**config.mk**
```make
export PLATFORM = sky130hd
export DESIGN_NAME = mem_arbiter
export DESIGN_NICKNAME = d
export VERILOG_FILES = /design/src/rtl/mem_arbiter_pkg.sv /design/src/rtl/mem_arbiter_wait_cnt.sv /design/src/rtl/mem_arbiter.sv
export SDC_FILE = /design/constraint.sdc
export NUM_CORES = 1
export LEC_CHECK = 0
export ABC_CLOCK_PERIOD_IN_PS = 3460
export CORE_UTILIZATION = 46
export DETAILED_ROUTE_END_ITERATION = 8
export GPL_ROUTABILITY_DRIVEN = 0
export HOLD_SLACK_MARGIN = 0.02
export PLACE_DENSITY = 0.85
export SETUP_SLACK_MARGIN = 0.1
export SYNTH_ARGS = -nofsm -noshare
export SYNTH_HDL_FRONTEND = slang
export SYNTH_SLANG_ARGS = --single-unit
```
**constraint.sdc**
```tcl
create_clock -name clk -period 3.46 [get_ports clk]
set_input_delay 0.692 -clock clk [delete_from_list [all_inputs] [get_ports clk]]
set_output_delay 0.692 -clock clk [all_outputs]
set_load 0.1 [all_outputs]
```
**src/rtl/mem_arbiter_pkg.sv**
```systemverilog
// mem_arbiter_pkg: shared definitions for the instruction/data memory arbiter.
// Holds the FSM state encoding, the read value returned on an abandoned
// access, and the packed bus command carried from request to completion.
package mem_arbiter_pkg;

  // FSM state encoding
  localparam logic [1:0] IDLE = 2'd0;
  localparam logic [1:0] DATA = 2'd1;
  localparam logic [1:0] INST = 2'd2;

  // Read data substituted when an access times out without bus_ack
  localparam logic [31:0] TIMEOUT_RDATA = 32'hFFFF_FFFF;

  // Bus command captured when an access starts and held until it completes
  typedef struct packed {
    logic        we;
    logic [31:0] addr;
    logic [31:0] wdata;
  } bus_cmd_t;

endpackage

```
**src/rtl/mem_arbiter_wait_cnt.sv**
```systemverilog
// arb_wait_cnt: bus wait counter with terminal flag at TIMEOUT_CYC.
// Latency: clear/increment take effect on the next clock; term is combinational from the count.
// Backpressure: none; saturates at TIMEOUT_CYC until cleared.
//
// Ports:
//   clk, rst_n : clock, asynchronous active-low reset
//   clr        : zero the count (takes priority over inc)
//   inc        : advance the count by one
//   term       : count has reached TIMEOUT_CYC
module arb_wait_cnt #(
  parameter int TIMEOUT_CYC = 255
) (
  input  logic clk,
  input  logic rst_n,
  input  logic clr,
  input  logic inc,
  output logic term
);

  localparam int CW = (TIMEOUT_CYC < 2) ? 1 : $clog2(TIMEOUT_CYC + 1);
  localparam logic [CW-1:0] TERM_VAL = CW'(TIMEOUT_CYC);

  logic [CW-1:0] cnt_q;
  logic [CW-1:0] cnt_d;

  assign term = (cnt_q == TERM_VAL);

  always_comb begin
    cnt_d = cnt_q;
    if (clr) begin
      cnt_d = '0;
    end else if (inc && !term) begin
      cnt_d = cnt_q + 1'b1;
    end
  end

  always_ff @(posedge clk or negedge rst_n) begin
    if (!rst_n) begin
      cnt_q <= '0;
    end else begin
      cnt_q <= cnt_d;
    end
  end

endmodule

```
**src/rtl/mem_arbiter.sv**
```systemverilog
// mem_arbiter: shares one single-port memory bus between IF fetches and MEM loads/stores.
// Latency: request seen in cycle 0, bus_req in cycle 1; ack in cycle 1+w drops stall in cycle 2+w.
// Backpressure: stall freezes the pipeline while any request is unserved; data is served before fetch.
//
// Optional feature: define MEM_ARB_IBUF_EN for a one-entry instruction buffer
// (hits return the buffered word the same cycle with no bus access).
//
// Ports:
//   clk, rst_n                    : clock, asynchronous active-low reset
//   inst_ren, inst_addr           : fetch request / address
//   inst_data                     : fetched instruction
//   mem_ren, mem_wen              : load / store request
//   mem_addr, mem_dout            : data address / store data
//   mem_din                       : load data
//   stall                         : pipeline freeze
//   bus_req, bus_we, bus_addr,
//   bus_wdata                     : memory request
//   bus_rdata, bus_ack            : memory response
//   timeout_err                   : sticky, set by any timed-out access
module mem_arbiter
  import mem_arbiter_pkg::*;
#(
  parameter int TIMEOUT_CYC = 255
) (
  input  logic        clk,
  input  logic        rst_n,
  input  logic        inst_ren,
  input  logic [31:0] inst_addr,
  output logic [31:0] inst_data,
  input  logic        mem_ren,
  input  logic        mem_wen,
  input  logic [31:0] mem_addr,
  input  logic [31:0] mem_dout,
  output logic [31:0] mem_din,
  output logic        stall,
  output logic        bus_req,
  output logic        bus_we,
  output logic [31:0] bus_addr,
  output logic [31:0] bus_wdata,
  input  logic [31:0] bus_rdata,
  input  logic        bus_ack,
  output logic        timeout_err
);

  logic [1:0]  state_q, state_d;
  bus_cmd_t    bus_cmd_q, bus_cmd_d;
  logic [31:0] inst_data_q, inst_data_d;
  logic [31:0] mem_din_q, mem_din_d;
  logic        data_done_q, data_done_d;
  logic        inst_done_q, inst_done_d;
  logic        timeout_err_q, timeout_err_d;

  logic        busy;
  logic        cnt_clr;
  logic        cnt_inc;
  logic        cnt_term;
  logic        done_evt;
  logic        timed_out;
  logic [31:0] rdata_eff;
  logic        data_pend;
  logic        inst_pend;
  logic        ibuf_hit;

  assign busy      = (state_q != IDLE);
  // A timeout only counts when no ack arrives in the same cycle; ack wins.
  assign timed_out = busy && !bus_ack && cnt_term;
  assign done_evt  = busy && (bus_ack || cnt_term);
  assign rdata_eff = bus_ack ? bus_rdata : TIMEOUT_RDATA;

  assign cnt_clr = (state_q == IDLE) && (state_d != IDLE);
  assign cnt_inc = busy && !bus_ack;

  arb_wait_cnt #(
    .TIMEOUT_CYC (TIMEOUT_CYC)
  ) u_wait_cnt (
    .clk   (clk),
    .rst_n (rst_n),
    .clr   (cnt_clr),
    .inc   (cnt_inc),
    .term  (cnt_term)
  );

`ifdef MEM_ARB_IBUF_EN
  logic        ibuf_vld_q, ibuf_vld_d;
  logic [29:0] ibuf_tag_q, ibuf_tag_d;
  logic [31:0] ibuf_dat_q, ibuf_dat_d;

  assign ibuf_hit = ibuf_vld_q && inst_ren && (inst_addr[31:2] == ibuf_tag_q);

  always_comb begin
    ibuf_vld_d = ibuf_vld_q;
    ibuf_tag_d = ibuf_tag_q;
    ibuf_dat_d = ibuf_dat_q;
    if (state_q == INST && done_evt) begin
      ibuf_vld_d = 1'b1;
      ibuf_tag_d = bus_cmd_q.addr[31:2];
      ibuf_dat_d = rdata_eff;
    end else if (state_q == DATA && done_evt && bus_cmd_q.we &&
                 bus_cmd_q.addr[31:2] == ibuf_tag_q) begin
      // A store to the buffered word makes the copy stale.
      ibuf_vld_d = 1'b0;
    end
  end

  always_ff @(posedge clk or negedge rst_n) begin
    if (!rst_n) begin
      ibuf_vld_q <= 1'b0;
      ibuf_tag_q <= '0;
      ibuf_dat_q <= '0;
    end else begin
      ibuf_vld_q <= ibuf_vld_d;
      ibuf_tag_q <= ibuf_tag_d;
      ibuf_dat_q <= ibuf_dat_d;
    end
  end

  // A hit must be visible in the same cycle it is requested.
  assign inst_data = ibuf_hit ? ibuf_dat_q : inst_data_q;
`else
  assign ibuf_hit  = 1'b0;
  assign inst_data = inst_data_q;
`endif

  assign data_pend = (mem_ren || mem_wen) && !data_done_q;
  assign inst_pend = inst_ren && !inst_done_q && !ibuf_hit;
  assign stall     = data_pend || inst_pend;

  always_comb begin
    state_d       = state_q;
    bus_cmd_d     = bus_cmd_q;
    inst_data_d   = inst_data_q;
    mem_din_d     = mem_din_q;
    timeout_err_d = timeout_err_q || timed_out;
    // Done flags live only until the pipeline advances (stall low at an edge).
    data_done_d   = stall ? data_done_q : 1'b0;
    inst_done_d   = stall ? inst_done_q : 1'b0;

    // Keep the registered fetch result consistent with a buffer hit.
    if (ibuf_hit) begin
      inst_data_d = inst_data;
    end

    case (state_q)
      IDLE: begin
        if (data_pend) begin
          state_d         = DATA;
          bus_cmd_d.we    = mem_wen;
          bus_cmd_d.addr  = mem_addr;
          bus_cmd_d.wdata = mem_dout;
        end else if (inst_pend) begin
          state_d         = INST;
          bus_cmd_d.we    = 1'b0;
          bus_cmd_d.addr  = inst_addr;
          bus_cmd_d.wdata = '0;
        end
      end
      DATA: begin
        if (done_evt) begin
          state_d     = IDLE;
          data_done_d = 1'b1;
          if (!bus_cmd_q.we) begin
            mem_din_d = rdata_eff;
          end
        end
      end
      INST: begin
        if (done_evt) begin
          state_d     = IDLE;
          inst_done_d = 1'b1;
          inst_data_d = rdata_eff;
        end
      end
      default: state_d = IDLE;
    endcase
  end

  always_ff @(posedge clk or negedge rst_n) begin
    if (!rst_n) begin
      state_q       <= IDLE;
      bus_cmd_q     <= '0;
      inst_data_q   <= '0;
      mem_din_q     <= '0;
      data_done_q   <= 1'b0;
      inst_done_q   <= 1'b0;
      timeout_err_q <= 1'b0;
    end else begin
      state_q       <= state_d;
      bus_cmd_q     <= bus_cmd_d;
      inst_data_q   <= inst_data_d;
      mem_din_q     <= mem_din_d;
      data_done_q   <= data_done_d;
      inst_done_q   <= inst_done_d;
      timeout_err_q <= timeout_err_d;
    end
  end

  assign bus_req     = busy;
  assign bus_we      = bus_cmd_q.we;
  assign bus_addr    = bus_cmd_q.addr;
  assign bus_wdata   = bus_cmd_q.wdata;
  assign mem_din     = mem_din_q;
  assign timeout_err = timeout_err_q;

endmodule
```
==> flow_metrics.py <==
metrics = {
    "status": {
        "run_status": "complete, no violations",
    },
    "logic_synthesis": {
        "synth.most_common_cell": "dfrtp_1",
        "ys_warn_count": 0,
        "synth-edff-count": 0,
        "synth_top_area_share_pct": 57.9,
        "synth.area.top_cells": "dfrtp_1 58%, a2bb2oi_2 7.1%, mux2i_1 5.2%",
        "avgSynthCellArea_um2": 13.0,
        "synth_area_um2": 6140,
        "yosys.area.top_type": "dfrtp_1",
        "ys.flop_type": "dfrtp_1",
        "synthCells": 474,
        "synth_seq_cells": 142,
        "synthArstFlopShare_pct": 100,
        "synth_fp_nets": 613,
        "synth_cell_types": 48,
        "synth_common_cells": "142 x dfrtp_1, 36 x nor2_1, 34 x nand2_1",
        "yosysSeqAreaShare_pct": 57.9,
    },
    "clock_tree": {
        "cts_tree": "done",
        "htree_levels": 4,
        "numCtsBuffers": 17,
        "hold_buffers": 0,
        "postCtsSetupBuffers": 0,
        "clock_path_buffers": 2,
        "cts_root_buf": "clkbuf_16",
        "clk_pin_slew_ps": 50,
        "cts.repair.resized": 0,
        "insertion_delay_ps": 420,
        "cts.sinks": 142,
    },
    "timing": {
        "max_freq_mhz": 362,
        "tightest_slew_ps": 1010,
        "layout_min_cycle_time_ps": 2760,
        "finalHoldViolations": 0,
        "rsz0062_at_grt": "no",
        "setup_tns_ps": 0,
        "finalCritPeriodShare_pct": 79.7,
        "report.final.setup_viol": 0,
        "skew_ps": 7.50,
        "relSlewSlack_pct": 32.6,
        "slew_viol_final": 0,
    },
    "grt": {
        "antenna_found_initial": 1,
        "grt_pass1_wl_mm": 28.8,
        "grt_util_met3_pct": 8.24,
        "overflow": 0,
        "gr-max-usage-layer": "met2",
        "use_met2_pct": 45.6,
        "grt_max_degree": 81,
        "use_met1_pct": 31.4,
        "grt_util_all_layers_pct": 27.1,
        "grt_pass1_vias": 5310,
    },
    "layout": {
        "drive_above_1_share_pct": 14.6,
        "area_delta_synth_final_pct": 52.5,
        "finalNetCount": 870,
        "fill_cells": 871,
    },
    "worst_setup_path": {
        "crit_path_start_kind": "flop",
        "cp.required_ps": 2770,
        "cpMostUsedCell": "inv_1",
        "endpoint_kind": "primary output",
        "cp_max_fo": 11,
        "cp.arrival_ps": 2070,
        "cp_slowest_cell": "ha_1",
        "worstPathCellList": "inv_1, ha_1, inv_1, buf_4",
        "cpPeakStageDelay_ps": 520,
        "critPathKind": "flop to primary output",
    },
    "route": {
        "first_pass_iters": 4,
        "wl_mm": 17.7,
        "avgViaCountPerCell": 5.49,
        "drc": 0,
        "drt_iter0_markers": 301,
        "vias": 5026,
        "antenna_left": 0,
        "post_drt_wl_per_cell_um": 19.3,
    },
    "floorplan": {
        "io_pins": 266,
        "start_util_pct": 47.9,
        "core-area_um2": 12800,
        "fp-row-count": 41,
        "die_w_um": 118,
        "dieArea_um2": 13800,
        "die_h_um": 118,
    },
    "run": {
        "maxCapViolations": 0,
    },
    "worst_hold_path": {
        "hp-class": "primary input to async pin",
    },
    "place": {
        "io_buffer_count": 265,
        "hpwl_mm": 12.7,
    },
}
-- through the flow --
step                std cells  util [%]  setup slack, ps  instance area (um^2)  hold slack, ps
CTS                       914      73.0              675                  9360             285
finish                    915      73.0              701                  9360             262
detailed placement        884      68.5              912                  8790             449
floorplan                 474         -              919                  6140             396
global placement          884      68.5              991                  8790             447
global route              915      73.0              572                  9360             313
-- area by class of cell --
class                   instances  area [um^2]  area share, %
clock inverters                 6         85.1          0.909
flip-flops and latches        142         3550           38.0
clock buffers                  24          482           5.15
repair buffers                276         2700           28.9
multi-input cells             288         2290           24.5
inverters                       6         22.5          0.241
well taps                     172          215           2.30
diodes                          1         2.50         0.0267
-- registers in the layout, summed over array words and instances (netlist names) --
name,flops
mem_din,32
inst_done_q,1
inst_data,32
bus_addr,32
u_wait_cnt.cnt_q,8
bus_we,1
timeout_err,1
state_q,2
bus_wdata,32
data_done_q,1
-- worst paths after layout --
kind	from	to	slack, ps	cells after the start
worst max-delay path	state_q[1]	bus_req	700	4
worst min-delay path	rst_n	mem_din[5]	260	1
worst max register to register	state_q[1]	bus_wdata[3]	1250	6
worst min register to register	timeout_err	timeout_err	460	1
max in group asynchronous	rst_n	u_wait_cnt.cnt_q[0]	2310	2
min in group clk	timeout_err	timeout_err	460	1
-- routing by layer --
metal,wire length (um),share of wire (%)
met5,0,0
met4,584,3.3
met3,1400,7.9
met2,9000,51
met1,6710,38
-- cell usage in the layout, fill, tap and decap left out, types with 6 or more instances in the layout --
cell             synthesis  layout
nor2_1                  36      36
buf_4                    5      36
dfrtp_1                142     142
nand2_1                 34      34
o21ai_0                 25      25
a2bb2oi_2               29      29
o32a_1                  32      32
mux2i_1                 32      32
inv_1                    6       6
clkdlybuf4s50_1          0     236
o21ai_1                 13      13
clkbuf_16                0      17
a22o_1                  33      33
-- cell families (layout without fill, tap and decap cells) --
logic type / Yosys count / count (layout) / synth area share (%)
adders and majority gates: 5 / 5 / 1.02
DFF: 142 / 142 / 57.9
muxes: 32 / 32 / 5.22
buffers and inverters: 44 / 312 / 4.77
other: 0 / 1 / 0
and+or+nand+nor: 94 / 94 / 7.44
AOI/OAI and AO/OA: 157 / 157 / 23.7
-- worst max-delay path, delay by kind of cell, from the launching register on --
family     cells  cell delay (ps)
buf+inv        3              670
fa+ha+maj      1              520
flops          1              460
Power is left out: the tool's default activity adds up to more than one toggle a clock period on the data nets, which glitch-free logic cannot reach.
